<file path="src/rtl/lsu_align_pkg.sv">
// Shared definitions for the load/store alignment unit: widths, size codes, FSM states.
package lsu_align_pkg;

  localparam int LSU_DWIDTH     = 32;
  localparam int LSU_AWIDTH_MEM = 10;

  typedef enum logic [1:0] {
    SZ_BYTE = 2'b00,
    SZ_HALF = 2'b01,
    SZ_WORD = 2'b10,
    SZ_ILL  = 2'b11
  } size_t;

  typedef enum logic [1:0] {
    ST_IDLE = 2'b00,
    ST_REQ  = 2'b01,
    ST_CAP  = 2'b10,
    ST_RESP = 2'b11
  } state_t;

endpackage

</file>
<file path="src/rtl/lsu_align_if.sv">
// EX request, memory port and MEM/WB result signals of the load/store unit.
interface lsu_align_if
  import lsu_align_pkg::*;
#(
  parameter int DWIDTH     = LSU_DWIDTH,
  parameter int AWIDTH_MEM = LSU_AWIDTH_MEM
);
  logic                  ls_i_valid;
  logic                  ls_o_ready;
  logic                  ls_i_we;
  logic [1:0]            ls_i_size;
  logic                  ls_i_unsigned;
  logic [AWIDTH_MEM+1:0] ls_i_addr;
  logic [DWIDTH-1:0]     ls_i_wdata;
  logic [4:0]            ls_i_rd;
  logic                  ls_i_flush;
  logic                  ls_o_ce;
  logic                  ls_o_wr_en;
  logic [AWIDTH_MEM-1:0] ls_o_addr;
  logic [3:0]            ls_o_mask;
  logic [DWIDTH-1:0]     ls_o_store_data;
  logic [DWIDTH-1:0]     ls_i_load_data;
  logic                  ls_o_valid;
  logic                  ls_i_ready;
  logic [DWIDTH-1:0]     ls_o_data;
  logic [4:0]            ls_o_rd;
  logic                  ls_o_regwrite;
  logic                  ls_o_fault;

  modport slave (
    input  ls_i_valid, ls_i_we, ls_i_size, ls_i_unsigned, ls_i_addr, ls_i_wdata,
           ls_i_rd, ls_i_flush, ls_i_load_data, ls_i_ready,
    output ls_o_ready, ls_o_ce, ls_o_wr_en, ls_o_addr, ls_o_mask, ls_o_store_data,
           ls_o_valid, ls_o_data, ls_o_rd, ls_o_regwrite, ls_o_fault
  );

  modport master (
    output ls_i_valid, ls_i_we, ls_i_size, ls_i_unsigned, ls_i_addr, ls_i_wdata,
           ls_i_rd, ls_i_flush, ls_i_load_data, ls_i_ready,
    input  ls_o_ready, ls_o_ce, ls_o_wr_en, ls_o_addr, ls_o_mask, ls_o_store_data,
           ls_o_valid, ls_o_data, ls_o_rd, ls_o_regwrite, ls_o_fault
  );
endinterface

</file>
<file path="src/rtl/lsu_align_load_extend.sv">
// Selects the addressed byte/half of a little-endian memory word and sign/zero-extends it.
module load_extend
  import lsu_align_pkg::*;
(
  input  logic [1:0]            lane_i,
  input  size_t                 size_i,
  input  logic                  unsigned_i,
  input  logic [LSU_DWIDTH-1:0] raw_i,
  output logic [LSU_DWIDTH-1:0] result_o
);
  logic [7:0]  byte_sel;
  logic [15:0] half_sel;

  always_comb begin
    byte_sel = raw_i[{lane_i, 3'b000} +: 8];
    half_sel = lane_i[1] ? raw_i[31:16] : raw_i[15:0];
    result_o = '0;
    unique case (size_i)
      SZ_BYTE: result_o = {{24{~unsigned_i & byte_sel[7]}}, byte_sel};
      SZ_HALF: result_o = {{16{~unsigned_i & half_sel[15]}}, half_sel};
      SZ_WORD: result_o = raw_i;
      default: result_o = '0;
    endcase
  end
endmodule

</file>
<file path="src/rtl/lsu_align.sv">
// Load/store unit: alignment check, memory request formatting and load result alignment,
// one access in flight through IDLE -> REQ -> CAP -> RESP.
module lsu_align
  import lsu_align_pkg::*;
#(
  parameter int DWIDTH     = LSU_DWIDTH,
  parameter int AWIDTH_MEM = LSU_AWIDTH_MEM
) (
  input logic        ls_clk,
  input logic        ls_rst,
  lsu_align_if.slave bus
);
  logic [1:0]        lane_d;
  size_t             size_d;
  logic              fault_d;
  logic [3:0]        mask_d;
  logic [DWIDTH-1:0] sdata_d;
  logic              accept;

  state_t                state_q;
  logic                  ready_q;
  logic                  ce_q;
  logic                  we_q;
  logic [AWIDTH_MEM-1:0] addr_q;
  logic [3:0]            mask_q;
  logic [DWIDTH-1:0]     sdata_q;
  logic [1:0]            lane_q;
  size_t                 size_q;
  logic                  uns_q;
  logic                  load_q;
  logic                  fault_q;
  logic                  drop_q;
  logic [4:0]            rd_q;
  logic                  o_valid_q;
  logic [DWIDTH-1:0]     o_data_q;
  logic [4:0]            o_rd_q;
  logic                  o_regwrite_q;
  logic                  o_fault_q;
  logic [DWIDTH-1:0]     ext_data;

  assign lane_d = bus.ls_i_addr[1:0];
  assign size_d = size_t'(bus.ls_i_size);
  assign accept = (state_q == ST_IDLE) && bus.ls_i_valid && !bus.ls_i_flush;

  always_comb begin
    fault_d = 1'b0;
    mask_d  = '0;
    sdata_d = '0;
    unique case (size_d)
      SZ_BYTE: begin
        mask_d  = 4'b0001 << lane_d;
        sdata_d = {4{bus.ls_i_wdata[7:0]}};
      end
      SZ_HALF: begin
        fault_d = lane_d[0];
        mask_d  = 4'b0011 << lane_d;
        sdata_d = {2{bus.ls_i_wdata[15:0]}};
      end
      SZ_WORD: begin
        fault_d = |lane_d;
        mask_d  = 4'b1111;
        sdata_d = bus.ls_i_wdata;
      end
      default: fault_d = 1'b1;
    endcase
    if (fault_d) mask_d = '0;
  end

  load_extend u_load_extend (
    .lane_i     (lane_q),
    .size_i     (size_q),
    .unsigned_i (uns_q),
    .raw_i      (bus.ls_i_load_data),
    .result_o   (ext_data)
  );

  always_ff @(posedge ls_clk or posedge ls_rst) begin
    if (ls_rst) begin
      state_q      <= ST_IDLE;
      ready_q      <= 1'b1;
      ce_q         <= 1'b0;
      we_q         <= 1'b0;
      addr_q       <= '0;
      mask_q       <= '0;
      sdata_q      <= '0;
      lane_q       <= '0;
      size_q       <= SZ_BYTE;
      uns_q        <= 1'b0;
      load_q       <= 1'b0;
      fault_q      <= 1'b0;
      drop_q       <= 1'b0;
      rd_q         <= '0;
      o_valid_q    <= 1'b0;
      o_data_q     <= '0;
      o_rd_q       <= '0;
      o_regwrite_q <= 1'b0;
      o_fault_q    <= 1'b0;
    end else begin
      unique case (state_q)
        ST_IDLE: begin
          if (accept) begin
            ce_q    <= !fault_d;
            we_q    <= bus.ls_i_we && !fault_d;
            addr_q  <= bus.ls_i_addr[AWIDTH_MEM+1:2];
            mask_q  <= mask_d;
            sdata_q <= sdata_d;
            lane_q  <= lane_d;
            size_q  <= size_d;
            uns_q   <= bus.ls_i_unsigned;
            load_q  <= !bus.ls_i_we;
            fault_q <= fault_d;
            rd_q    <= bus.ls_i_rd;
            drop_q  <= 1'b0;
            ready_q <= 1'b0;
            state_q <= ST_REQ;
          end
        end
        ST_REQ: begin
          ce_q    <= 1'b0;
          we_q    <= 1'b0;
          mask_q  <= '0;
          drop_q  <= bus.ls_i_flush;
          state_q <= ST_CAP;
        end
        ST_CAP: begin
          // A flush seen in REQ or now drops the result; the memory access has already happened.
          if (drop_q || bus.ls_i_flush) begin
            ready_q <= 1'b1;
            state_q <= ST_IDLE;
          end else begin
            o_valid_q    <= 1'b1;
            o_data_q     <= (load_q && !fault_q) ? ext_data : '0;
            o_rd_q       <= rd_q;
            o_regwrite_q <= load_q && !fault_q;
            o_fault_q    <= fault_q;
            state_q      <= ST_RESP;
          end
        end
        ST_RESP: begin
          if (bus.ls_i_ready || bus.ls_i_flush) begin
            o_valid_q <= 1'b0;
            ready_q   <= 1'b1;
            state_q   <= ST_IDLE;
          end
        end
        default: state_q <= ST_IDLE;
      endcase
    end
  end

  assign bus.ls_o_ready      = ready_q;
  assign bus.ls_o_ce         = ce_q;
  assign bus.ls_o_wr_en      = we_q;
  assign bus.ls_o_addr       = addr_q;
  assign bus.ls_o_mask       = mask_q;
  assign bus.ls_o_store_data = sdata_q;
  assign bus.ls_o_valid      = o_valid_q;
  assign bus.ls_o_data       = o_data_q;
  assign bus.ls_o_rd         = o_rd_q;
  assign bus.ls_o_regwrite   = o_regwrite_q;
  assign bus.ls_o_fault      = o_fault_q;
endmodule

</file>
<file path="src/flat_wrapper.sv">
// flat-port wrapper written by rule: the top's interface ports become plain ports
module lsu_align_flat import lsu_align_pkg::*;
#(
  parameter int DWIDTH     = LSU_DWIDTH,
  parameter int AWIDTH_MEM = LSU_AWIDTH_MEM
)
  (ls_clk, ls_rst, bus_ls_i_valid, bus_ls_i_we, bus_ls_i_size, bus_ls_i_unsigned, bus_ls_i_addr, bus_ls_i_wdata, bus_ls_i_rd, bus_ls_i_flush, bus_ls_i_load_data, bus_ls_i_ready, bus_ls_o_ready, bus_ls_o_ce, bus_ls_o_wr_en, bus_ls_o_addr, bus_ls_o_mask, bus_ls_o_store_data, bus_ls_o_valid, bus_ls_o_data, bus_ls_o_rd, bus_ls_o_regwrite, bus_ls_o_fault);
  lsu_align_if #(.DWIDTH(DWIDTH), .AWIDTH_MEM(AWIDTH_MEM)) bus_i ();
  input logic ls_clk;
  input logic ls_rst;
  input wire logic [$bits(bus_i.ls_i_valid)-1:0] bus_ls_i_valid;
  input wire logic [$bits(bus_i.ls_i_we)-1:0] bus_ls_i_we;
  input wire logic [$bits(bus_i.ls_i_size)-1:0] bus_ls_i_size;
  input wire logic [$bits(bus_i.ls_i_unsigned)-1:0] bus_ls_i_unsigned;
  input wire logic [$bits(bus_i.ls_i_addr)-1:0] bus_ls_i_addr;
  input wire logic [$bits(bus_i.ls_i_wdata)-1:0] bus_ls_i_wdata;
  input wire logic [$bits(bus_i.ls_i_rd)-1:0] bus_ls_i_rd;
  input wire logic [$bits(bus_i.ls_i_flush)-1:0] bus_ls_i_flush;
  input wire logic [$bits(bus_i.ls_i_load_data)-1:0] bus_ls_i_load_data;
  input wire logic [$bits(bus_i.ls_i_ready)-1:0] bus_ls_i_ready;
  output wire logic [$bits(bus_i.ls_o_ready)-1:0] bus_ls_o_ready;
  output wire logic [$bits(bus_i.ls_o_ce)-1:0] bus_ls_o_ce;
  output wire logic [$bits(bus_i.ls_o_wr_en)-1:0] bus_ls_o_wr_en;
  output wire logic [$bits(bus_i.ls_o_addr)-1:0] bus_ls_o_addr;
  output wire logic [$bits(bus_i.ls_o_mask)-1:0] bus_ls_o_mask;
  output wire logic [$bits(bus_i.ls_o_store_data)-1:0] bus_ls_o_store_data;
  output wire logic [$bits(bus_i.ls_o_valid)-1:0] bus_ls_o_valid;
  output wire logic [$bits(bus_i.ls_o_data)-1:0] bus_ls_o_data;
  output wire logic [$bits(bus_i.ls_o_rd)-1:0] bus_ls_o_rd;
  output wire logic [$bits(bus_i.ls_o_regwrite)-1:0] bus_ls_o_regwrite;
  output wire logic [$bits(bus_i.ls_o_fault)-1:0] bus_ls_o_fault;
  assign bus_i.ls_i_valid = bus_ls_i_valid;
  assign bus_i.ls_i_we = bus_ls_i_we;
  assign bus_i.ls_i_size = bus_ls_i_size;
  assign bus_i.ls_i_unsigned = bus_ls_i_unsigned;
  assign bus_i.ls_i_addr = bus_ls_i_addr;
  assign bus_i.ls_i_wdata = bus_ls_i_wdata;
  assign bus_i.ls_i_rd = bus_ls_i_rd;
  assign bus_i.ls_i_flush = bus_ls_i_flush;
  assign bus_i.ls_i_load_data = bus_ls_i_load_data;
  assign bus_i.ls_i_ready = bus_ls_i_ready;
  assign bus_ls_o_ready = bus_i.ls_o_ready;
  assign bus_ls_o_ce = bus_i.ls_o_ce;
  assign bus_ls_o_wr_en = bus_i.ls_o_wr_en;
  assign bus_ls_o_addr = bus_i.ls_o_addr;
  assign bus_ls_o_mask = bus_i.ls_o_mask;
  assign bus_ls_o_store_data = bus_i.ls_o_store_data;
  assign bus_ls_o_valid = bus_i.ls_o_valid;
  assign bus_ls_o_data = bus_i.ls_o_data;
  assign bus_ls_o_rd = bus_i.ls_o_rd;
  assign bus_ls_o_regwrite = bus_i.ls_o_regwrite;
  assign bus_ls_o_fault = bus_i.ls_o_fault;
  lsu_align #(.DWIDTH(DWIDTH), .AWIDTH_MEM(AWIDTH_MEM)) u_core (.ls_clk(ls_clk), .ls_rst(ls_rst), .bus(bus_i));
endmodule
</file>
<file path="config.mk">
export PLATFORM = sky130hd
export DESIGN_NAME = lsu_align_flat
export DESIGN_NICKNAME = d
export VERILOG_FILES = /design/src/rtl/lsu_align_pkg.sv /design/src/rtl/lsu_align_if.sv /design/src/rtl/lsu_align_load_extend.sv /design/src/rtl/lsu_align.sv /design/src/flat_wrapper.sv
export SDC_FILE = /design/constraint.sdc
export NUM_CORES = 1
export LEC_CHECK = 0
export ABC_AREA = 1
export CAP_MARGIN = 10
export CORE_ASPECT_RATIO = 0.8
export CORE_MARGIN = 2
export CORE_UTILIZATION = 41
export CTS_CLUSTER_SIZE = 40
export DETAILED_ROUTE_END_ITERATION = 7
export MAX_ROUTING_LAYER = met4
export PLACE_DENSITY = 0.76
export SLEW_MARGIN = 20
export SYNTH_ARGS = -nofsm -noshare
export SYNTH_HDL_FRONTEND = slang
export SYNTH_SLANG_ARGS = --single-unit
</file>
<file path="constraint.sdc">
create_clock -name ls_clk -period 3.3 [get_ports ls_clk]
set_input_delay 0.495 -clock ls_clk [delete_from_list [all_inputs] [get_ports ls_clk]]
set_output_delay 0.495 -clock ls_clk [all_outputs]
set_load 0.005 [all_outputs]
</file>
Word level (Yosys, flattened, before mapping)
Cells that the tools add are included.
W data, S select, Z words.
{"block": "word_totals", "input_bits": 90, "out_inout_bits": 89, "regBits": 104}
{"block": "op_classes", "n_reduce_logical": 23, "bitwise_logic": 4, "shifts": 3, "mux": 25, "eq_ne": 11}
{"op": "$pmux W32 S3", "n": 2}
{"op": "$mux W32", "n": 1}
{"op": "$shiftx A32 B6 Y8", "n": 1}
{"op": "$mux W16", "n": 1}
{"op": "$pmux W4 S3", "n": 1}
{"op": "$eq A2 B2 Y1 const B", "n": 4}
{"op": "$mux W4", "n": 2}
{"op": "$pmux W1 S2", "n": 4}
{"op": "$pmux W2 S4", "n": 1}
{"op": "$pmux W4 S2", "n": 1}
{"op": "$reduce_and A2 Y1", "n": 4}
{"op": "$mux W1", "n": 7}
{"op": "$eq A2 B1 Y1 const B", "n": 3}
{"op": "$logic_not A2 Y1", "n": 3}
{"op": "$mux W2", "n": 3}
{"op": "$ne A2 B1 Y1 const B", "n": 3}
{"op": "$pmux W1 S3", "n": 2}
{"op": "$logic_and A1 B1 Y1", "n": 4}
{"op": "$logic_not A1 Y1", "n": 4}
{"op": "$reduce_and A4 Y1", "n": 1}
{"op": "$reduce_bool A2 Y1", "n": 2}
{"op": "$shl A1 B2 Y4 const A", "n": 1}
{"op": "$shl A2 B2 Y4 const A", "n": 1}
{"op": "$reduce_and A3 Y1", "n": 1}
{"op": "6 further kinds", "n": 9}

Longest topological paths before layout
Gate-level depths: netlist of run 1.
{"block": "logic_depth", "ltp_word": 6, "depth_mapped": 11, "mapped_depth_nobuf": 9}

By module
From an unflattened synthesis of run 1, not the netlist that was laid out.
{"block": "hier_totals", "cells_unflattened": 721, "hier_area_um2": 5281.3}
{"module": "lsu_align", "n_inst": 1, "area_each_um2": 4388.0, "cells_each": 519}
{"module": "load_extend", "n_inst": 1, "area_each_um2": 893.4, "cells_each": 202}

Least setup slack after synthesis of run 1
Ideal clock, no wire load.
{"block": "synth_path", "path_type": "input-to-reg", "startpoint": "input bus_ls_i_size[1]", "endpoint": "register u_core.fault_q", "n_path_buf": 1, "cell_stages": 7, "setup_time_ns": 0.132, "arrival_time_ns": 1.346, "slack_ns": 1.821, "path_cell_list": "buf_2 nor2_4 clkinv_1 nand2_1 nand3_1 inv_1 a21oi_1"}
{"block": "synth_via", "elab_chain_cells": 2}
{"element": "start, declared", "line": "flat_wrapper.sv:13", "rtl": "input wire logic [$bits(bus_i.ls_i_size)-1:0] bus_ls_i_size;"}
{"element": "$eq A2 B2 Y1, or another cell as far along", "line": "lsu_align.sv:49", "rtl": "unique case (size_d)"}
{"element": "$pmux W1 S3 *", "line": "lsu_align.sv:49"}
{"element": "end signal, assigned", "line": "lsu_align.sv:111", "rtl": "fault_q <= fault_d;"}
{"element": "end, declared", "line": "lsu_align.sv:31", "rtl": "logic fault_q;"}
Every way passes the cells marked *; elsewhere a longest branch is shown, timed or not.
A chain may end at the register's enable or synchronous reset.

Final worst setup path of run 1
{"block": "layout_path", "startpoint": "input bus_ls_i_size[1]", "endpoint": "register u_core.sdata_q[29], in the netlist u_core.bus.ls_o_store_data[29]"}
{"block": "layout_via", "elab_chain_cells": 2}
{"element": "$eq A2 B2 Y1, or another cell as far along", "line": "lsu_align.sv:49"}
{"element": "$pmux W32 S3 *", "line": "lsu_align.sv:49"}
{"element": "end signal, assigned", "line": "lsu_align.sv:106", "rtl": "sdata_q <= sdata_d;"}
{"element": "end, declared", "line": "lsu_align.sv:26", "rtl": "logic [DWIDTH-1:0] sdata_q;"}
Marked as above.

==> flow_metrics.py, run 1 <==
metrics = {
    "floorplan": {
        "core_mm2": 0.01203,
        "die_x_um": 127.5,
        "ioPinCount": 179,
        "core.rowCount": 36,
        "die_h_um": 102.8,
        "start_util_pct": 41.61,
        "die_area_mm2": 0.01311,
    },
    "sta": {
        "period_minus_slack_ns": 2.018,
        "final-setup-viol-count": 0,
        "slew_viol_final": 0,
        "timing.setup.tns_ns": 0,
        "fmaxAchievable_ghz": 0.4955,
        "hold_viol_final": 0,
        "worst_pin_slew_ns": 0.7421,
        "maxSlewHeadroom_pct": 50.47,
        "fin_crit_sh_pct": 61.16,
        "rsz0062_at_grt": "false",
        "skew_ns": 0.005955,
    },
    "synthesis": {
        "ys_warn_count": 0,
        "avgSynthCellArea_um2": 7.328,
        "synthAdderAreaFrac_pct": 0,
        "synth_top_flop_cell": "dfrtp_1",
        "synth_most_common_cell": "nand2_1",
        "synth_fp_nets": 773,
        "netlist.area_leader.share_pct": 51.50,
        "synthTopCellsByCount": "350 x nand2_1, 103 x dfrtp_1, 44 x nand3_1",
        "synth_area_leaders": "dfrtp_1 52%, nand2_1 26%, nand3_1 4.4%",
        "synthCells": 683,
        "ys_ff_latch": 104,
        "synth_top_family_by_area": "simple AND/OR/NAND/NOR gates",
        "synth-xor-area-share_pct": 0,
        "syn-cell-area_mm2": 0.005005,
        "yosys.cell_types.count": 22,
        "synth_area_leader_cell": "dfrtp_1",
        "synth_compound_area_share_pct": 7.150,
        "synth-edff-count": 0,
        "seq_area_frac_synth_pct": 52.03,
        "async_flop_share_pct": 100.0,
        "synth.mux.area_fraction_pct": 0,
        "synthSimpleGateAreaFrac_pct": 34.75,
    },
    "worst_setup_path": {
        "required_ns": 3.58,
        "arrival_ns": 2.30,
        "path_cells": "clkdlybuf4s50_1 -> inv_2 -> nor2_2 -> nand2_1 -> nand3_1 -> nand2_1 -> nand2_1",
        "critPathCaptureType": "register",
        "crit_path_start_kind": "primary input",
        "setup.worst_path.class": "in2reg",
        "path_common_cell": "nand2_1",
        "crit_slowest_cell": "clkdlybuf4s50_1",
        "cp_max_fo": 17,
        "cpPeakStageDelay_ns": 0.68,
    },
    "clock_network": {
        "cts_made_buffers": 9,
        "clockBufferDepth": 2,
        "clock_latency_ns": 0.34,
        "cts_setup_buffers": 0,
        "clock-root-buffer": "clkbuf_16",
        "cts_resized": 0,
        "holdBufCountCts": 0,
        "cts_tree": "done",
        "clock-sinks": 104,
        "htree_levels": 3,
        "clkSlewWorstSetupHoldPaths_ns": 0.07,
    },
    "grt": {
        "grt_use_met3_pct": 4.826,
        "gr-total-overflow": 0,
        "met1_usage_pct": 36.32,
        "grt_pass1_wl_um": 23510,
        "grt_pass1_vias": 4448,
        "use_met2_pct": 31.26,
        "top_usage_layer": "met1",
        "antenna_found_initial": 0,
        "grtUsageTotal_pct": 23.65,
        "grt_start_max_net_pins": 58,
    },
    "placed_design": {
        "dp.cells": 988,
        "dpl_cell_area_mm2": 0.006917,
        "numPortBuffers": 178,
        "dp_hpwl_um": 10820,
        "globalplace.congestion": 0.8859,
    },
    "layout": {
        "final_cell_area_mm2": 0.007222,
        "insertedDiodeCount": 0,
        "nNetsFinal": 937,
        "fin_cells": 1004,
        "postLayoutCoreUtil_pct": 60.05,
        "layout-drive-gt1-share_pct": 4.577,
        "area_growth_pct": 44.30,
        "fillers": 1092,
    },
    "routing": {
        "routed_wl_um": 14970,
        "vias": 4953,
        "avgViaCountPerCell": 4.933,
        "ant_nets": 0,
        "first_pass_iters": 5,
        "first_iter_violations": 345,
        "routedWlPerCell_um": 14.91,
        "drc_errors": 0,
    },
    "hold_path": {
        "hold_class": "reg2reg",
    },
    "pwr": {
        "irDropWorstVdd_mv": 0.3580,
        "p_leak_nw": 3.656,
        "power_density_mw_per_mm2": 790.8,
    },
    "run_status": {
        "status": "completed",
    },
    "job": {
        "drv_cap": 0,
    },
}
## where the power goes
part | leakage (nW) | switching [mW] | internal, mW | total, mW
logic | 2.18 | 1.24 | 1.28 | 2.52
registers | 1.33 | 0.308 | 1.79 | 2.10
clock network | 0.148 | 0.501 | 0.597 | 1.10
total | 3.66 | 2.05 | 3.66 | 5.71
## logic make-up (layout without fill, tap and decap cells)
kind of cell    count (synthesis)  in the layout
flops                         104            104
buf+inv                        75            244
compound gates                 68             68
simple gates                  436            436
## state kept, by name, indices dropped and copies added, names as in the netlist
| name | flops |
|---|---|
| u_core.bus.ls_o_regwrite | 1 |
| u_core.rd_q | 5 |
| u_core.load_q | 1 |
| u_core.bus.ls_o_data | 32 |
| u_core.bus.ls_o_fault | 1 |
| u_core.size_q | 2 |
| u_core.bus.ls_o_ready | 1 |
| u_core.bus.ls_o_addr | 10 |
| u_core.state_q | 2 |
| u_core.drop_q | 1 |
| u_core.bus.ls_o_ce | 1 |
| u_core.bus.ls_o_mask | 4 |
| u_core.bus.ls_o_valid | 1 |
| u_core.bus.ls_o_store_data | 32 |
| u_core.bus.ls_o_rd | 5 |
| u_core.lane_q | 2 |
| u_core.uns_q | 1 |
| u_core.fault_q | 1 |
| u_core.bus.ls_o_wr_en | 1 |
## metal layers
metal	share of wire, %	wire length (µm)	vias to the layer above
met5	0	0	-
met4	1.8	272	0
met3	6.3	942	24
met2	42	6258	182
met1	50	7496	2296
li1	-	-	2451
## metrics by stage
stage | power [mW] | hold slack [ns] | setup slack [ns]
5_1_grt | 6.140 | 0.4938 | 1.107
3_5_place_dp | 4.622 | 0.4617 | 0.9277
3_3_place_gp | 4.585 | 0.4573 | 1.002
2_1_floorplan | 3.286 | 0.4534 | 0.07447
6_report | 5.711 | 0.4702 | 1.282
4_1_cts | 5.755 | 0.4729 | 1.261
## cells in the final DEF (no fill, tap or decap), types with 2 or more instances in the layout
master / n
nand2_1: 349
inv_2: 6
o21ai_0: 28
buf_12: 2
nor2_1: 33
nand2_2: 2
clkbuf_16: 9
nand3_1: 44
clkinv_4: 3
buf_4: 4
a31oi_1: 8
clkdlybuf4s50_1: 178
a21oi_1: 28
dfrtp_1: 103
inv_1: 36
nor2_4: 4
## area by class of cell
type	instances	area, µm²	share of cell area, %
Inverter	44	167.7	2.322
Clock buffer	9	225.2	3.119
Sequential cell	104	2604	36.05
Clock inverter	7	80.08	1.109
Multi-Input combinational cell	504	2103	29.12
Timing Repair Buffer	184	1852	25.64
Tap cell	152	190.2	2.633
## final timing paths
kind	depth (start not counted)	slack, ns	from	end
worst min register to register	2	0.47	u_core.bus.ls_o_ready$_DFFE_PP1P_	u_core.bus.ls_o_ready$_DFFE_PP1P_
max in group asynchronous	3	1.98	ls_rst	u_core.bus.ls_o_data[27]$_DFFE_PP0P_
worst max register to register	8	1.52	u_core.size_q[1]$_DFFE_PP0P_	u_core.bus.ls_o_data[13]$_DFFE_PP0P_
worst max-delay path	7	1.28	bus_ls_i_size[1]	u_core.bus.ls_o_store_data[29]$_DFFE_PP0P_
min in group asynchronous	2	0.59	ls_rst	u_core.rd_q[2]$_DFFE_PP0P_
worst min-delay path	2	0.47	u_core.bus.ls_o_ready$_DFFE_PP1P_	u_core.bus.ls_o_ready$_DFFE_PP1P_
## critical path: cells and delay by family
| family | cells | cell delay (ns) |
|---|---|---|
| buf+inv | 2 | 0.84 |
| simple gates | 5 | 0.97 |
(Power assumes the default switching activity.)
==> run 2, diff against run 1 <==
Settings changed: CORE_UTILIZATION 41 to 42, PLACE_DENSITY 0.76 to 0.75.
Clock period 3.3 ns to 2.1 ns, I/O delays scaled along.
==> flow_metrics.py, run 2 (synthesized netlist as in run 1, its figures left out) <==
metrics = {
    "run_status": {
        "status": "completed",
    },
    "sta": {
        "slew_viol_final": 0,
        "maxSlewHeadroom_pct": 62.63,
        "fin_crit_sh_pct": 87.97,
        "hold_viol_final": 0,
        "skew_ns": 0.006053,
        "timing.setup.tns_ns": 0,
        "fmaxAchievable_ghz": 0.5413,
        "final-setup-viol-count": 0,
        "period_minus_slack_ns": 1.847,
        "worst_pin_slew_ns": 0.5592,
        "rsz0062_at_grt": "false",
    },
    "placed_design": {
        "numPortBuffers": 178,
        "globalplace.congestion": 0.9139,
        "dp_hpwl_um": 10850,
        "dpl_cell_area_mm2": 0.007025,
    },
    "pwr": {
        "irDropWorstVdd_mv": 0.6722,
        "p_leak_nw": 3.701,
        "power_density_mw_per_mm2": 1218,
    },
    "routing": {
        "routed_wl_um": 14790,
        "drc_errors": 0,
        "first_iter_violations": 349,
        "ant_nets": 0,
        "vias": 5054,
        "first_pass_iters": 5,
        "routedWlPerCell_um": 14.64,
        "avgViaCountPerCell": 5.004,
    },
    "layout": {
        "insertedDiodeCount": 0,
        "final_common_cell": "nand2_1",
        "mostFrequentLayoutCells": "349 x nand2_1, 178 x clkdlybuf4s50_1, 103 x dfrtp_1, 44 x nand3_1, 36 x inv_1",
        "final_cell_area_mm2": 0.007310,
        "nNetsFinal": 947,
        "area_growth_pct": 46.05,
        "layout-drive-gt1-share_pct": 5.684,
        "fillers": 1019,
    },
    "worst_setup_path": {
        "reg2reg_from": "u_core.lane_q[1]$_DFFE_PP0P_",
        "crit_path_start_kind": "register",
        "required_ns": 2.34,
        "arrival_ns": 2.09,
        "ff2ff_path_depth": 9,
        "cp_max_fo": 24,
        "setup.worst_path.class": "reg2reg",
        "reg2reg_to": "u_core.bus.ls_o_data[14]$_DFFE_PP0P_",
        "rrSetupSlack_ns": 0.25,
        "critPathCaptureType": "register",
        "crit_path_start": "u_core.lane_q[1]$_DFFE_PP0P_",
        "cp-endpoint": "u_core.bus.ls_o_data[14]$_DFFE_PP0P_",
    },
    "floorplan": {
        "die_area_mm2": 0.01281,
        "start_util_pct": 43.29,
        "ioPinCount": 179,
        "core_mm2": 0.01156,
        "die_x_um": 126.0,
        "die_h_um": 101.6,
        "core.rowCount": 35,
    },
    "grt": {
        "grtUsageTotal_pct": 23.94,
        "grt_start_max_net_pins": 105,
        "grt_pass1_vias": 4817,
        "gr-total-overflow": 0,
        "grt_pass1_wl_um": 23920,
        "antenna_found_initial": 0,
    },
    "clock_network": {
        "clock-root-buffer": "clkbuf_16",
        "cts_tree": "done",
        "cts_setup_buffers": 0,
        "htree_levels": 3,
        "clock-sinks": 104,
        "holdBufCountCts": 0,
        "clockBufferDepth": 2,
        "cts_made_buffers": 9,
        "clock_latency_ns": 0.35,
        "clkSlewWorstSetupHoldPaths_ns": 0.07,
        "cts_resized": 0,
    },
    "job": {
        "drv_cap": 0,
    },
    "hold_path": {
        "hold_class": "in2async",
    },
}
[run 2: changes by cell type in the layout (fill, tap and decap cells not counted)]
cell	before	now
buf_4	4	11
inv_6	0	4
buf_12	2	5
clkinv_4	3	0
bufinv_16	1	0
clkinvlp_4	1	2
inv_4	1	0
[run 2: power by group]
part | internal (mW) | leakage (nW) | switching [mW]
clock network | 0.828 | 0.139 | 0.783
logic | 2.05 | 2.23 | 1.91
registers | 2.81 | 1.33 | 0.528
total | 5.68 | 3.70 | 3.22
[run 2: stage by stage]
step,setup slack [ns],util [%],power [mW],std cells,hold WS [ns]
after floorplan,0.5403,-,5.165,683,0.4246
after global placement,0.3094,60.77,7.205,994,0.4535
after detailed placement,0.2163,60.77,7.303,994,0.4643
after CTS,0.2738,63.23,8.967,1010,0.4829
after global routing,0.03516,63.23,9.586,1010,0.4939
final,0.2526,63.23,8.901,1010,0.4650
[run 2: layout make-up]
class / instances / area (µm²) / area share, %
flip-flops and latches: 104 / 2604 / 35.62
well taps: 148 / 185.2 / 2.533
clock inverters: 7 / 58.81 / 0.8045
inverters: 44 / 168.9 / 2.311
repair buffers: 194 / 1964 / 26.87
clock buffers: 9 / 225.2 / 3.081
multi-input cells: 504 / 2103 / 28.77
[run 2: worst min-delay path by stage]
stage | from | end | slack, ns
6_report | ls_rst | u_core.bus.ls_o_data[2]$_DFFE_PP0P_ | 0.47
3_3_place_gp | u_core.bus.ls_o_ready$_DFFE_PP1P_ | u_core.bus.ls_o_ready$_DFFE_PP1P_ | 0.45
2_1_floorplan | bus_ls_i_addr[2] | u_core.bus.ls_o_addr[0]$_DFFE_PP0P_ | 0.42
3_5_place_dp | u_core.bus.ls_o_store_data[0]$_DFFE_PP0P_ | u_core.bus.ls_o_store_data[0]$_DFFE_PP0P_ | 0.46
5_1_grt | u_core.bus.ls_o_ready$_DFFE_PP1P_ | u_core.bus.ls_o_ready$_DFFE_PP1P_ | 0.49
4_1_cts | u_core.bus.ls_o_ready$_DFFE_PP1P_ | u_core.bus.ls_o_ready$_DFFE_PP1P_ | 0.48
[run 2: metal layers]
metal / share of wire [%] / vias to the layer above / track usage (%)
li1: - / 2477 / -
met1: 47 / 2331 / 34.14
met2: 44 / 227 / 35.28
met3: 6.7 / 19 / 4.596
met4: 1.5 / 0 / 6.340
met5: 0 / - / -
[run 2: critical path, cell delays in order (launching register included)]
cell and delay (ns):
dfrtp_1 0.64, inv_2 0.17, nand2_1 0.09, nand2_1 0.09
nand2_1 0.08, nand2_1 0.07, nand2_2 0.35, nand2_1 0.13
nand2_1 0.08, nand2_1 0.04
==> run 3, diff against run 2 <==
Settings changed: ABC_CLOCK_PERIOD_IN_PS from default to 2100.
==> results of run 3 <==
Final layout, timing and power as in run 2 (identical DEF).
